File: src/rtl/hbridge_pwm_driver_if.sv
// Bundle between the steering controller and the H-bridge driver: direction and
// enable commands plus speed limit in, bridge pin drives and per-channel status out.
interface hbridge_pwm_driver_if #(
    parameter int PWM_BITS = 8
);
    logic [3:0]          motor_in;
    logic [1:0]          motor_en;
    logic [PWM_BITS-1:0] duty_limit;
    logic [3:0]          hb_in;
    logic [1:0]          hb_en;
    logic [1:0]          busy;

    modport master (
        output motor_in, motor_en, duty_limit,
        input  hb_in, hb_en, busy
    );

    modport slave (
        input  motor_in, motor_en, duty_limit,
        output hb_in, hb_en, busy
    );
endinterface

File: src/rtl/hbridge_pwm_driver.sv
// Dual-channel L298-style H-bridge driver: break-before-make dead time on reversal,
// soft-start duty ramp, PWM speed limiting and brake/coast, with registered pin drives.
module hbridge_pwm_driver #(
    parameter int PWM_BITS    = 8,
    parameter int DEAD_CYCLES = 50,
    parameter int RAMP_DIV    = 256
) (
    input  logic                 clk,
    input  logic                 rst_n,
    hbridge_pwm_driver_if.slave  bus
);

    localparam int DEAD_W = $clog2(DEAD_CYCLES + 1);
    localparam int RAMP_W = $clog2(RAMP_DIV + 1);
    localparam logic [PWM_BITS-1:0] PWM_TOP   = {{(PWM_BITS-1){1'b1}}, 1'b0};
    localparam logic [DEAD_W-1:0]   DEAD_LOAD = DEAD_W'(DEAD_CYCLES);
    localparam logic [DEAD_W-1:0]   DEAD_LAST = DEAD_W'(1);
    localparam logic [RAMP_W-1:0]   RAMP_LAST = RAMP_W'(RAMP_DIV - 1);

    typedef enum logic [1:0] {COAST, DEAD, DRIVE, BRAKE} state_t;
    typedef enum logic [1:0] {REQ_COAST, REQ_BRAKE, REQ_DRIVE} req_t;

    logic [3:0]          in_meta, in_sync;
    logic [1:0]          en_meta, en_sync;
    logic [PWM_BITS-1:0] cnt, cnt_nxt;

    always_ff @(posedge clk or negedge rst_n) begin
        if (!rst_n) begin
            in_meta <= '0;
            in_sync <= '0;
            en_meta <= '0;
            en_sync <= '0;
            cnt     <= '0;
        end else begin
            in_meta <= bus.motor_in;
            in_sync <= in_meta;
            en_meta <= bus.motor_en;
            en_sync <= en_meta;
            cnt     <= cnt_nxt;
        end
    end

    // Period is 2^PWM_BITS-1 so a duty of all-ones is genuinely 100% on.
    assign cnt_nxt = (cnt == PWM_TOP) ? '0 : cnt + 1'b1;

    for (genvar ch = 0; ch < 2; ch++) begin : g_chan
        state_t              state, state_nxt;
        req_t                req;
        logic [1:0]          code;
        logic [1:0]          dir, dir_nxt;
        logic [DEAD_W-1:0]   dead_cnt, dead_nxt;
        logic [PWM_BITS-1:0] duty_cur, duty_nxt;
        logic [RAMP_W-1:0]   ramp_cnt, ramp_nxt;
        logic                pwm_on;
        logic [1:0]          pins_q, pins_nxt;
        logic                en_q, en_nxt;
        logic                busy_q, busy_nxt;

        assign code = in_sync[2*ch +: 2];

        always_comb begin
            if (!en_sync[ch] || code == 2'b00) begin
                req = REQ_COAST;
            end else if (code == 2'b11) begin
                req = REQ_BRAKE;
            end else begin
                req = REQ_DRIVE;
            end
        end

        always_comb begin
            state_nxt = state;
            dir_nxt   = dir;
            dead_nxt  = dead_cnt;
            duty_nxt  = '0;
            ramp_nxt  = '0;
            case (state)
                COAST: begin
                    if (req == REQ_DRIVE) begin
                        state_nxt = DEAD;
                        dir_nxt   = code;
                        dead_nxt  = DEAD_LOAD;
                    end else if (req == REQ_BRAKE) begin
                        state_nxt = BRAKE;
                    end
                end
                DEAD: begin
                    if (req == REQ_COAST) begin
                        state_nxt = COAST;
                    end else if (req == REQ_BRAKE) begin
                        state_nxt = BRAKE;
                    end else if (code != dir) begin
                        dir_nxt  = code;
                        dead_nxt = DEAD_LOAD;
                    end else if (dead_cnt <= DEAD_LAST) begin
                        state_nxt = DRIVE;
                        dead_nxt  = '0;
                    end else begin
                        dead_nxt = dead_cnt - 1'b1;
                    end
                end
                DRIVE: begin
                    if (req == REQ_COAST) begin
                        state_nxt = COAST;
                    end else if (req == REQ_BRAKE) begin
                        state_nxt = BRAKE;
                    end else if (code != dir) begin
                        state_nxt = DEAD;
                        dir_nxt   = code;
                        dead_nxt  = DEAD_LOAD;
                    end else if (bus.duty_limit < duty_cur) begin
                        duty_nxt = bus.duty_limit;
                    end else if (duty_cur < bus.duty_limit) begin
                        if (ramp_cnt == RAMP_LAST) begin
                            duty_nxt = duty_cur + 1'b1;
                        end else begin
                            duty_nxt = duty_cur;
                            ramp_nxt = ramp_cnt + 1'b1;
                        end
                    end else begin
                        duty_nxt = duty_cur;
                    end
                end
                BRAKE: begin
                    if (req == REQ_DRIVE) begin
                        state_nxt = DEAD;
                        dir_nxt   = code;
                        dead_nxt  = DEAD_LOAD;
                    end else if (req == REQ_COAST) begin
                        state_nxt = COAST;
                    end
                end
                default: state_nxt = COAST;
            endcase
        end

        // Pins are decoded from next-state values so the registered drives never glitch.
        assign pwm_on = (cnt_nxt < duty_nxt);

        always_comb begin
            pins_nxt = 2'b00;
            en_nxt   = 1'b0;
            busy_nxt = 1'b0;
            case (state_nxt)
                DEAD: busy_nxt = 1'b1;
                DRIVE: begin
                    en_nxt   = 1'b1;
                    pins_nxt = pwm_on ? dir_nxt : 2'b00;
                    busy_nxt = (duty_nxt < bus.duty_limit);
                end
                BRAKE: begin
                    en_nxt   = 1'b1;
                    pins_nxt = 2'b11;
                end
                default: ;
            endcase
        end

        always_ff @(posedge clk or negedge rst_n) begin
            if (!rst_n) begin
                state    <= COAST;
                dir      <= '0;
                dead_cnt <= '0;
                duty_cur <= '0;
                ramp_cnt <= '0;
                pins_q   <= '0;
                en_q     <= 1'b0;
                busy_q   <= 1'b0;
            end else begin
                state    <= state_nxt;
                dir      <= dir_nxt;
                dead_cnt <= dead_nxt;
                duty_cur <= duty_nxt;
                ramp_cnt <= ramp_nxt;
                pins_q   <= pins_nxt;
                en_q     <= en_nxt;
                busy_q   <= busy_nxt;
            end
        end
    end

    assign bus.hb_in = {g_chan[1].pins_q, g_chan[0].pins_q};
    assign bus.hb_en = {g_chan[1].en_q, g_chan[0].en_q};
    assign bus.busy  = {g_chan[1].busy_q, g_chan[0].busy_q};

endmodule

File: src/flat_wrapper.sv
// flat-port wrapper written by rule: the top's interface ports become plain ports
module hbridge_pwm_driver_flat 
#(
    parameter int PWM_BITS    = 8,
    parameter int DEAD_CYCLES = 50,
    parameter int RAMP_DIV    = 256
)
  (clk, rst_n, bus_motor_in, bus_motor_en, bus_duty_limit, bus_hb_in, bus_hb_en, bus_busy);
  hbridge_pwm_driver_if #(.PWM_BITS(PWM_BITS)) bus_i ();
  input  logic clk;
  input  logic rst_n;
  input wire logic [$bits(bus_i.motor_in)-1:0] bus_motor_in;
  input wire logic [$bits(bus_i.motor_en)-1:0] bus_motor_en;
  input wire logic [$bits(bus_i.duty_limit)-1:0] bus_duty_limit;
  output wire logic [$bits(bus_i.hb_in)-1:0] bus_hb_in;
  output wire logic [$bits(bus_i.hb_en)-1:0] bus_hb_en;
  output wire logic [$bits(bus_i.busy)-1:0] bus_busy;
  assign bus_i.motor_in = bus_motor_in;
  assign bus_i.motor_en = bus_motor_en;
  assign bus_i.duty_limit = bus_duty_limit;
  assign bus_hb_in = bus_i.hb_in;
  assign bus_hb_en = bus_i.hb_en;
  assign bus_busy = bus_i.busy;
  hbridge_pwm_driver #(.PWM_BITS(PWM_BITS), .DEAD_CYCLES(DEAD_CYCLES), .RAMP_DIV(RAMP_DIV)) u_core (.clk(clk), .rst_n(rst_n), .bus(bus_i));
endmodule
File: config.mk
export PLATFORM = sky130hd
export DESIGN_NAME = hbridge_pwm_driver_flat
export DESIGN_NICKNAME = d
export VERILOG_FILES = /design/src/rtl/hbridge_pwm_driver_if.sv /design/src/rtl/hbridge_pwm_driver.sv /design/src/flat_wrapper.sv
export SDC_FILE = /design/constraint.sdc
export NUM_CORES = 1
export LEC_CHECK = 0
export BUFFER_PORTS_ARGS = -buffer_cell sky130_fd_sc_hd__buf_2
export CAP_MARGIN = 0
export CORE_MARGIN = 1
export CORE_UTILIZATION = 55
export CTS_BUF_LIST = sky130_fd_sc_hd__clkbuf_16
export DETAILED_ROUTE_END_ITERATION = 8
export MAX_ROUTING_LAYER = met4
export PLACE_DENSITY = 0.77
export SLEW_MARGIN = 20
export SYNTH_ARGS = -nofsm -noshare
export SYNTH_HDL_FRONTEND = slang
export SYNTH_SLANG_ARGS = --single-unit
File: constraint.sdc
create_clock -name clk -period 3.52 [get_ports clk]
set_input_delay 0.704 -clock clk [delete_from_list [all_inputs] [get_ports clk]]
set_output_delay 0.704 -clock clk [all_outputs]
set_load 0.05 [all_outputs]
==> results of run 1 <==
## placed cells by master, fill, tap and decap left out, types with 12 or more instances in the layout
cell and count:
buf_4 64, nand3_1 28, ha_1 65, o21ai_0 30, a21o_1 12, inv_1 44
buf_2 22, xnor2_1 16, a21oi_1 32, xor2_1 12, nor3_1 16, dfrtp_1 82
nand4_1 12, nor2_1 56, nand2_1 44
## cells in the mapped netlist, drive strengths merged, types with 3 or more instances
cell type  number  share of area
nor3b           3         0.0040
clkbuf         10         0.0067
xor2           12          0.019
a21oi          38          0.034
nand3          30          0.028
buf             4         0.0054
or2             6         0.0067
a21o           12          0.016
a41oi           3         0.0047
inv            44          0.030
ha             68           0.15
o211a           6          0.011
nand2b          7         0.0079
o31ai           6          0.011
and4            3         0.0047
o22ai           3         0.0034
o211ai          6         0.0081
or3             6         0.0067
o21a            6         0.0081
a211o           8          0.013
nor4            8          0.010
and2            3         0.0034
nor3           19          0.017
nand2          45          0.030
dfrtp          82           0.37
nand4          12          0.013
nor2           56          0.038
xnor2          17          0.027
a211oi          9          0.013
o21ai          33          0.030
and3            9          0.010
nor2b           4         0.0045
## power by group
group          total [W]  internal [W]  leakage, nW  switching (W)
Sequential       0.00114       0.00105         1.06      0.0000909
Clock           0.000997      0.000614        0.150       0.000384
Combinational    0.00102      0.000376         1.93       0.000649
Total            0.00316       0.00204         3.14        0.00112
## per-stage QoR
stage	cell area (sq um)	util	setup TNS (ns)	std cells	setup WS (ns)
final	6800	0.696	0	833	0.0424
after global routing	6800	0.696	-0.112	833	-0.0488
after detailed placement	6250	0.640	-1.63	815	-0.381
after CTS	6570	0.672	0	830	0.0288
after floorplan	5570	-	0	611	0.0448
after global placement	6250	0.640	-0.919	815	-0.263
## kinds of logic (layout without fill, tap and decap cells)
| family | count (synthesis) | count (layout) |
|---|---|---|
| simple gates | 216 | 216 |
| buf+inv | 58 | 147 |
| xor+xnor | 29 | 29 |
| compound gates | 156 | 156 |
| mux | 2 | 2 |
| fa+ha+maj | 68 | 68 |
| flops | 82 | 82 |
## worst max path at each step
| stage | endpoint | slack [ns] | cells past startpoint |
|---|---|---|---|
| finish | u_core.g_chan[1].busy_q | 0.04 | 13 |
| global route | u_core.g_chan[1].busy_q | -0.05 | 13 |
| CTS | u_core.g_chan[0].busy_q | 0.03 | 15 |
| detailed placement | u_core.g_chan[0].pins_q[1] | -0.38 | 15 |
| global placement | u_core.g_chan[0].busy_q | -0.26 | 16 |
| floorplan | u_core.g_chan[0].busy_q | 0.04 | 15 |
## routing by layer
metal | track usage | up-vias
met3 | 0.0400 | 27
met2 | 0.467 | 114
met1 | 0.355 | 2429
met5 | - | -
met4 | 0.113 | 0
li1 | - | 2394
## flip-flops by register name, summed over array words and instances (netlist names)
signal and count:
u_core.g_chan.dead_cnt 12, u_core.in_sync 4, u_core.g_chan.busy_q 2, u_core.g_chan.dir 4, u_core.g_chan.duty_cur 16, u_core.cnt 8, u_core.g_chan.state 4, u_core.in_meta 4
u_core.en_sync 2, u_core.en_meta 2, u_core.g_chan.en_q 2, u_core.g_chan.ramp_cnt 18, u_core.g_chan.pins_q 4
## layout make-up
class                   count  area (sq um)
well taps                 133           166
clock buffers               9           225
fillers                   760          2970
clock inverters             6          83.8
repair buffers             88           613
inverters                  44           165
multi-input cells         471          3490
flip-flops and latches     82          2050
## timing repair
item / in CTS / in global routing
endpoints found under the setup margin: 2 / 6
buffers inserted: 0 / 3
resized for setup: 2 / 37
pin swaps: 0 / 18
==> impl_metrics.tcl, run 1 <==
set metrics [dict create \
    outcome "completed" \
    core_region_area_sq_um 9770 \
    cp.arrival_ns 3.74 \
    critical_path.endpoint_type "flip-flop" \
    ant_nets 0 \
    drc 0 \
    timing.fmax_mhz 288 \
    power.static_leakage_nw 3.14 \
    clk_pin_slew_worst_paths_ns 0.06 \
    r2r_slack_ns 0.10 \
    synth.net_count 695 \
    grt_max_degree 83 \
    number_of_antenna_violations_at_the_first_check_in_global_routing 0 \
    routed.top_layer "met4" \
    worst_hold_path_depth 0 \
    wl_met1_um 6220 \
    rsz0062_at_grt "true" \
    share_of_the_synthesized_area_in_compound_gates_ao_oa_aoi_oai 0.194 \
    crit_path_start "bus_duty_limit[7]" \
    grt_pass1_vias 4790 \
    hold-worst-slack_ns 0.348 \
    critPathMostFrequentCell "ha_1" \
    critical_path_required_ns 3.78 \
    synth_top_family_by_area "compound AO/OA/AOI/OAI gates" \
    crit_path_max_fanout 2 \
    holdPathEnd "u_core.in_sync[1]" \
    min-delay-start "u_core.in_meta[1]" \
    dieArea_sq_um 10500 \
    mean_area_per_synthesized_cell_sq_um 9.10 \
    setup-violations-final 0 \
    critical-path-top-delay-family "simple AND/OR/NAND/NOR gates" \
    dr_wl_met3_um 488 \
    synth_simple_gate_area_frac 0.193 \
    grt_first_pass_wirelength_um 22200 \
    groute.usage.overall 0.284 \
    clock_tree.buffer_depth 2 \
    timing_max_transition_violations_final 0 \
    synth_async_sr_flop_share 1.00 \
    num_rows 36 \
    htreeDepth 3 \
    ys_seq_elements 82 \
    drt_first_iter_violations 300 \
    drt-total-wl_um 14000 \
    detailedRoute.firstPassIterationCount 5 \
    worstSetupPathType "input pin to flip-flop" \
    synth_cells 611 \
    finish.net_count 780 \
    period_share 0.988 \
    avgViaCountPerCell 5.96 \
    cts.sinks 82 \
    ios 24 \
    register_area_share_after_synthesis 0.369 \
    hpwlAfterDp_um 10500 \
    slew_headroom 0.269 \
    ir_drop_mv 0.239 \
    post_synth_edffs 0 \
    critPathMaxStageDelay_ns 0.46 \
    routabilityCongestion 0.957 \
    cts_made_buffers 9 \
    hold_path_class "flip-flop to flip-flop" \
    finClkSkew_ns 0.00873 \
    power_per_cell_area_nw_per_um2 465 \
    postSynth.topFlopCell "dfrtp_1" \
    timing.critical_path.cells "buf_2 > buf_4 > ha_1 > nand3_1 > or3_1 > nand2b_1 > nor2_1 > xnor2_1 > a211oi_1 > ha_1 > nor2b_1 > or4_1 > a211oi_2" \
    routed_wire_length_per_instance_um 16.9 \
    drive_above_1_share 0.209 \
    cts-hold-fix-buffers 0 \
    total_power_w 0.00316 \
    num_antenna_cells 0 \
    met2WireLength_um 7030 \
    effective_utilization_at_floorplan 0.569 \
    layout_min_cycle_time_ns 3.48 \
    routed-via-count 4964 \
    worstReg2RegEnd "u_core.g_chan[1].busy_q" \
    crit_path_top_delay_cell "or4_1" \
    muxShareOfSynthArea 0.00360 \
    final-hold-violation-count 0 \
    place.port_buffers 23 \
    count_of_maximum_capacitance_violations 0 \
    clock_insertion_delay_worst_skew_ns 0.34 \
    die_y_um 103 \
    areaGrowthSynthToFinish_pct 22.2 \
    ff2ff_path_depth 11 \
    worst_slew_pin_slew_ns 1.09 \
    timing.rr.start "u_core.g_chan[1].duty_cur[2]" \
    yosysWarnings 0 \
    grt_overflow 0 \
    cp.buffers_inverters 2 \
    worstSetupStartpointType "input pin" \
    clk_root_buffer_cell "clkbuf_16" \
    post_synth_fa_ha_maj_area_fraction 0.153 \
    synthDistinctLibCells 62 \
    die_w_um 103 \
    syn_area_sq_um 5560 \
    synth_xor_xnor_area_share 0.0457 \
    cts_tree "done" \
]
No activity file was read; power rests on OpenSTA's default activity.
==> run 2: changes to the inputs <==
Settings changed: MAX_ROUTING_LAYER met4 to default, PLACE_DENSITY 0.77 to 0.82.
==> run 2 against run 1 <==
  * The flow now finishes with violations (setup timing)
  * Sequential cell count stayed put
  * Count of clock-buffer cells in the layout stayed put
  * Non-clock buffer count is 3 higher
  * Clock power hardly changed
  * Cell area is 1.7% higher
  * Worst setup slack worse by 0.054 ns
  * Clock skew is 0.00079 ns lower
  * Sequential share of layout area is 0.48 points lower
  * Critical path depth is 3 higher
  * Critical endpoint is now u_core.g_chan[0].pins_q[1]
  * Combinational power is 4% higher
  * Via count is 3.8% higher
==> impl_metrics.tcl, run 2 (synthesized netlist as in run 1, its figures left out) <==
set metrics [dict create \
    cts.sinks 82 \
    final-hold-violation-count 0 \
    power.switching_fraction 0.361 \
    power.static_leakage_nw 3.16 \
    detailedRoute.firstPassIterationCount 5 \
    cp.arrival_ns 3.74 \
    routabilityCongestion 0.986 \
    number_of_inserted_filler_cells_in_the_final_layout 690 \
    groute.usage.overall 0.276 \
    cts_tree "done" \
    finalInstanceArea_sq_um 6910 \
    drc 0 \
    routed_wire_length_per_instance_um 17.7 \
    clk_pin_slew_worst_paths_ns 0.06 \
    dieArea_sq_um 10500 \
    num_rows 36 \
    finClkSkew_ns 0.00794 \
    max_flop_register "u_core.g_chan.ramp_cnt" \
    number_of_antenna_violations_at_the_first_check_in_global_routing 0 \
    timing.fmax_mhz 283 \
    drive_above_1_share 0.227 \
    effective_utilization_at_floorplan 0.569 \
    worstSetupStartpointType "input pin" \
    grt_first_pass_wirelength_um 22400 \
    total_power_w 0.00320 \
    ant_nets 0 \
    num_antenna_cells 0 \
    power.sequential.fraction 0.357 \
    slew_headroom 0.251 \
    period_share 1.00 \
    setup-violations-final 2 \
    place_area_sq_um 6240 \
    count_of_maximum_capacitance_violations 0 \
    place.port_buffers 23 \
    setup_slack_ns -0.0112 \
    worst_slew_pin_slew_ns 1.12 \
    critical_path_required_ns 3.73 \
    internal_power_w 0.00204 \
    clk_root_buffer_cell "clkbuf_16" \
    grt_max_degree 83 \
    power_frac_comb 0.330 \
    largest_registers "u_core.g_chan.ramp_cnt x18, u_core.g_chan.duty_cur x16, u_core.g_chan.dead_cnt x12" \
    net_switching_power_w 0.00115 \
    drt_first_iter_violations 360 \
    routed-via-count 5152 \
    ios 24 \
    drt-total-wl_um 14800 \
    worstSetupPathType "input pin to flip-flop" \
    power_frac_clock 0.312 \
    layout.cells.most_common_list "81 x dfrtp_1, 69 x buf_4, 61 x ha_1" \
    crit_path_max_fanout 3 \
    htreeDepth 3 \
    timing_max_transition_violations_final 0 \
    ir_drop_mv 0.277 \
    grt_overflow 0 \
    finish.net_count 783 \
    avgViaCountPerCell 6.16 \
    hpwlAfterDp_um 10300 \
    largest_register_ffs 18 \
    core_region_area_sq_um 9770 \
    rsz0062_at_grt "true" \
    grt_pass1_vias 4892 \
    final_common_cell "dfrtp_1" \
    hold_path_class "flip-flop to flip-flop" \
    failed_checks "setup timing" \
    clock_tree.buffer_depth 2 \
    areaGrowthSynthToFinish_pct 24.3 \
    clock_insertion_delay_worst_skew_ns 0.34 \
    outcome "finished, violations left" \
    layout_min_cycle_time_ns 3.53 \
    cts_made_buffers 9 \
    die_w_um 103 \
    power_per_cell_area_nw_per_um2 462 \
    die_y_um 103 \
    critical_path.endpoint_type "flip-flop" \
]
[run 2: changes by cell type in the layout (fill, tap and decap cells not counted), sizes merged]
cell,delta
inv,+1
clkinvlp,+1
clkinv,-1
buf,+3
[run 2: final timing paths]
path / from / to / slack, ns / depth (start not counted)
worst max-delay path: bus_duty_limit[5] / u_core.g_chan[0].pins_q[1] / -0.01 / 16
min in group asynchronous: rst_n / u_core.g_chan[0].dead_cnt[2] / 0.40 / 1
worst min register to register: u_core.in_meta[0] / u_core.in_sync[0] / 0.35 / 0
max in group asynchronous: rst_n / u_core.g_chan[0].duty_cur[5] / 2.56 / 1
worst max register to register: u_core.g_chan[0].duty_cur[5] / u_core.g_chan[0].pins_q[1] / 0 / 14
worst min-delay path: u_core.in_meta[0] / u_core.in_sync[0] / 0.35 / 0
[run 2: through the flow]
| stage | hold WS [ns] | setup WS (ns) | setup TNS (ns) | utilization | std cells |
|---|---|---|---|---|---|
| 3_5_place_dp | 0.338 | -0.370 | -1.85 | 0.639 | 814 |
| 6_report | 0.349 | -0.0112 | -0.0202 | 0.707 | 837 |
| 5_1_grt | 0.353 | -0.145 | -0.332 | 0.707 | 837 |
| 2_1_floorplan | 0.331 | 0.0448 | 0 | - | 611 |
| 4_1_cts | 0.351 | 0.0140 | 0 | 0.675 | 830 |
| 3_3_place_gp | 0.335 | -0.238 | -1.11 | 0.639 | 814 |
[run 2: layout make-up]
class                           count  area, sq um  share of cell area
Multi-Input combinational cell    471         3570               0.516
Sequential cell                    82         2050               0.297
Timing Repair Buffer               91          644              0.0932
Clock buffer                        9          225              0.0326
Inverter                           44          168              0.0242
Tap cell                          133          166              0.0241
Clock inverter                      7         86.3              0.0125
[run 2: power groups by stage]
stage / logic [W] / clock network, W / registers, W
final: 0.00106 / 0.000998 / 0.00114
after global routing: 0.00116 / 0.00103 / 0.00116
after CTS: 0.00101 / 0.00100 / 0.00114
after detailed placement: 0.000996 / 0 / 0.00116
after global placement: 0.000943 / 0 / 0.00115
after floorplan: 0.000699 / 0 / 0.00118
[run 2: what timing repair did]
item	CTS	global route
pin swaps	0	21
hold buffers	0	0
buffers inserted	0	7
resized for setup	8	50
gates cloned	0	0
setup endpoints to repair	6	6
[run 2: worst max-delay path, cell delays in order]
cell,delay [ns]
buf_8,0.10
inv_4,0.05
ha_4,0.19
a211o_1,0.37
a211o_1,0.37
nor4b_4,0.35
a221oi_1,0.16
nor2_2,0.14
buf_4,0.12
nand2_1,0.06
ha_1,0.33
nand4_1,0.15
a21oi_1,0.19
nor2_1,0.09
a21oi_1,0.25
o31ai_2,0.11
[run 2: layer usage]
metal  routed length [um]  global-route usage  vias to the layer above
met3                  761              0.0536                       49
li1                     -                   -                     2392
met1                 6250               0.355                     2505
met4                  401               0.118                        0
met5                    0                   0                        -
met2                 7420               0.455                      206
==> run 3: changes to the inputs <==
Settings changed: CELL_PAD_IN_SITES_DETAIL_PLACEMENT from default to 1, CELL_PAD_IN_SITES_GLOBAL_PLACEMENT from default to 1, CORE_UTILIZATION 55 to 49, CTS_CLUSTER_SIZE from default to 12, PLACE_DENSITY 0.82 to 0.91.
==> run 3 against run 2 <==
  * The flow still finishes with violations (setup timing)
  * Hold slack gained 0.0022 ns
  * Sequential power is essentially flat
  * Sequential cell count is the same
  * Count of clock-buffer cells in the layout is the same
  * Final cell count grew 2.4%
  * Largest cell class unchanged
  * Worst setup slack lost 0.49 ns
  * Clock power shrank 2.2%
  * First-iteration DRC count grew 63%
  * Sequential share of layout area shrank 1.3 points
  * Non-clock buffer count grew 14
==> impl_metrics.tcl, run 3 (synthesized netlist as in run 1, its figures left out) <==
set metrics [dict create \
    place_area_sq_um 6300 \
    drive_above_1_share 0.282 \
    setup-violations-final 6 \
    cts_made_buffers 9 \
    detailedRoute.firstPassIterationCount 5 \
    critical-path-top-delay-family "compound AO/OA/AOI/OAI gates" \
    htreeDepth 3 \
    cts_tree "done" \
    avgViaCountPerCell 6.82 \
    num_rows 38 \
    die_y_um 109 \
    grt_overflow 0 \
    grt_pass1_vias 5927 \
    finalInstanceArea_sq_um 7240 \
    power.switching_fraction 0.404 \
    ant_nets 0 \
    ir_drop_mv 0.275 \
    setup_slack_ns -0.504 \
    finish.net_count 797 \
    drt_first_iter_violations 588 \
    hold_path_class "flip-flop to flip-flop" \
    drc 0 \
    max_flop_register "u_core.g_chan.ramp_cnt" \
    layout_min_cycle_time_ns 4.02 \
    cp.arrival_ns 4.26 \
    clk_pin_slew_worst_paths_ns 0.07 \
    core_region_area_sq_um 10900 \
    effective_utilization_at_floorplan 0.509 \
    drt-total-wl_um 24900 \
    crit_path_max_fanout 5 \
    internal_power_w 0.00199 \
    slew_headroom 0.472 \
    power.static_leakage_nw 3.29 \
    critical_path_required_ns 3.76 \
    worst_slew_pin_slew_ns 0.793 \
    clk_root_buffer_cell "clkbuf_16" \
    clock_tree.buffer_depth 2 \
    worstSetupStartpointType "input pin" \
    routabilityCongestion 0.904 \
    grt_max_degree 83 \
    count_of_maximum_capacitance_violations 0 \
    worstSetupPathType "input pin to flip-flop" \
    failed_checks "setup timing" \
    cts-hold-fix-buffers 0 \
    critPathMaxStageDelay_ns 0.48 \
    timing.critical_path.cells "buf_2 > inv_1 > ha_2 > nand4_1 > buf_6 > o21bai_2 > nor4b_4 > xnor2_1 > nand2_1 > o211a_1 > ha_1 > nand3_2 > a2111oi_4 > o21ai_1 > a21oi_1 > nor3_1 > o31a_1" \
    largest_registers "u_core.g_chan.ramp_cnt x18, u_core.g_chan.duty_cur x16, u_core.g_chan.dead_cnt x12" \
    outcome "finished, violations left" \
    critical_path.endpoint_type "flip-flop" \
    layout.cells.most_common_list "78 x buf_4, 78 x dfrtp_1, 55 x nor2_1" \
    grt_first_pass_wirelength_um 30900 \
    routed-via-count 5847 \
    num_antenna_cells 0 \
    power_frac_clock 0.292 \
    cts.sinks 82 \
    timing.fmax_mhz 249 \
    areaGrowthSynthToFinish_pct 30.2 \
    largest_register_ffs 18 \
    period_share 1.14 \
    hpwlAfterDp_um 13200 \
    dieArea_sq_um 11800 \
    cp.buffers_inverters 3 \
    timing_max_transition_violations_final 0 \
    power_per_cell_area_nw_per_um2 461 \
    groute.usage.overall 0.349 \
    power_frac_comb 0.362 \
    final-hold-violation-count 0 \
    rsz0062_at_grt "true" \
    crit_path_top_delay_cell "xnor2_1" \
    number_of_antenna_violations_at_the_first_check_in_global_routing 0 \
    net_switching_power_w 0.00135 \
    fin_setup_tns_ns -1.95 \
    ios 24 \
    clock_insertion_delay_worst_skew_ns 0.36 \
    routed_wire_length_per_instance_um 29.0 \
    place.port_buffers 23 \
    die_w_um 109 \
    finClkSkew_ns 0.00990 \
    power.sequential.fraction 0.345 \
]
[run 3: cell count changes in the layout (fill, tap and decap cells not counted), moves of 4 or more]
cell	before	now
buf_4	69	78
ha_1	61	53
ha_4	4	11
buf_6	1	5
inv_1	44	40
[run 3: metal layers]
| layer | share of wire | vias up | GRT usage |
|---|---|---|---|
| met5 | 0 | - | 0 |
| met4 | 0.085 | 0 | 0.201 |
| met3 | 0.068 | 192 | 0.0542 |
| met2 | 0.48 | 363 | 0.622 |
| met1 | 0.37 | 2867 | 0.395 |
| li1 | - | 2425 | - |
[run 3: layout make-up]
type                       count  area, sq um
clock buffer                   9          225
tap                          140          175
sequential                    82         2060
fill                        1189         3690
inverter                      44          173
timing repair buffer         105          762
multi-input combinational    471         3790
clock inverter                 6         58.8
[run 3: through the flow]
| stage | hold slack (ns) | util | total power (W) | cells | setup WS, ns |
|---|---|---|---|---|---|
| after floorplan | 0.331 | - | 0.00188 | 611 | 0.0448 |
| after global placement | 0.333 | 0.577 | 0.00211 | 828 | -0.242 |
| after detailed placement | 0.339 | 0.577 | 0.00222 | 828 | -0.530 |
| after CTS | 0.346 | 0.616 | 0.00318 | 844 | -0.0130 |
| after global routing | 0.354 | 0.662 | 0.00346 | 857 | -0.578 |
| final | 0.351 | 0.662 | 0.00334 | 857 | -0.504 |
[run 3: repair_timing]
action	4_1_cts	5_1_grt
setup buffers	1	13
pin swaps	12	40
resized for setup	30	70
setup endpoints to repair	5	6
[run 3: final timing paths]
kind / from / end / slack [ns] / depth (start not counted)
setup / recovery: bus_duty_limit[4] / u_core.g_chan[0].busy_q / -0.50 / 17
setup reg to reg: u_core.g_chan[0].duty_cur[4] / u_core.g_chan[0].busy_q / -0.48 / 15
min in group asynchronous: rst_n / u_core.g_chan[0].dead_cnt[5] / 0.40 / 1
max in group asynchronous: rst_n / u_core.g_chan[1].duty_cur[2] / 2.53 / 1
hold / removal: u_core.in_meta[1] / u_core.in_sync[1] / 0.35 / 0
hold reg to reg: u_core.in_meta[1] / u_core.in_sync[1] / 0.35 / 0
[run 3: power groups by stage]
stage,sequential [W],clock (W),combinational [W]
after global routing,0.00116,0.00100,0.00129
after CTS,0.00115,0.000955,0.00108
after detailed placement,0.00116,0,0.00106
after global placement,0.00115,0,0.000962
after floorplan,0.00118,0,0.000699
final,0.00115,0.000976,0.00121
[run 3: worst reg2reg max path: cells and delay by family (launching register included)]
family,cells,cell delay (ns)
adders and majority gates,2,0.71
AOI/OAI and AO/OA,6,1.20
xor gates and xnor gates,1,0.48
buffers and inverters,1,0.25
and+or+nand+nor,5,0.79
DFF,1,0.46
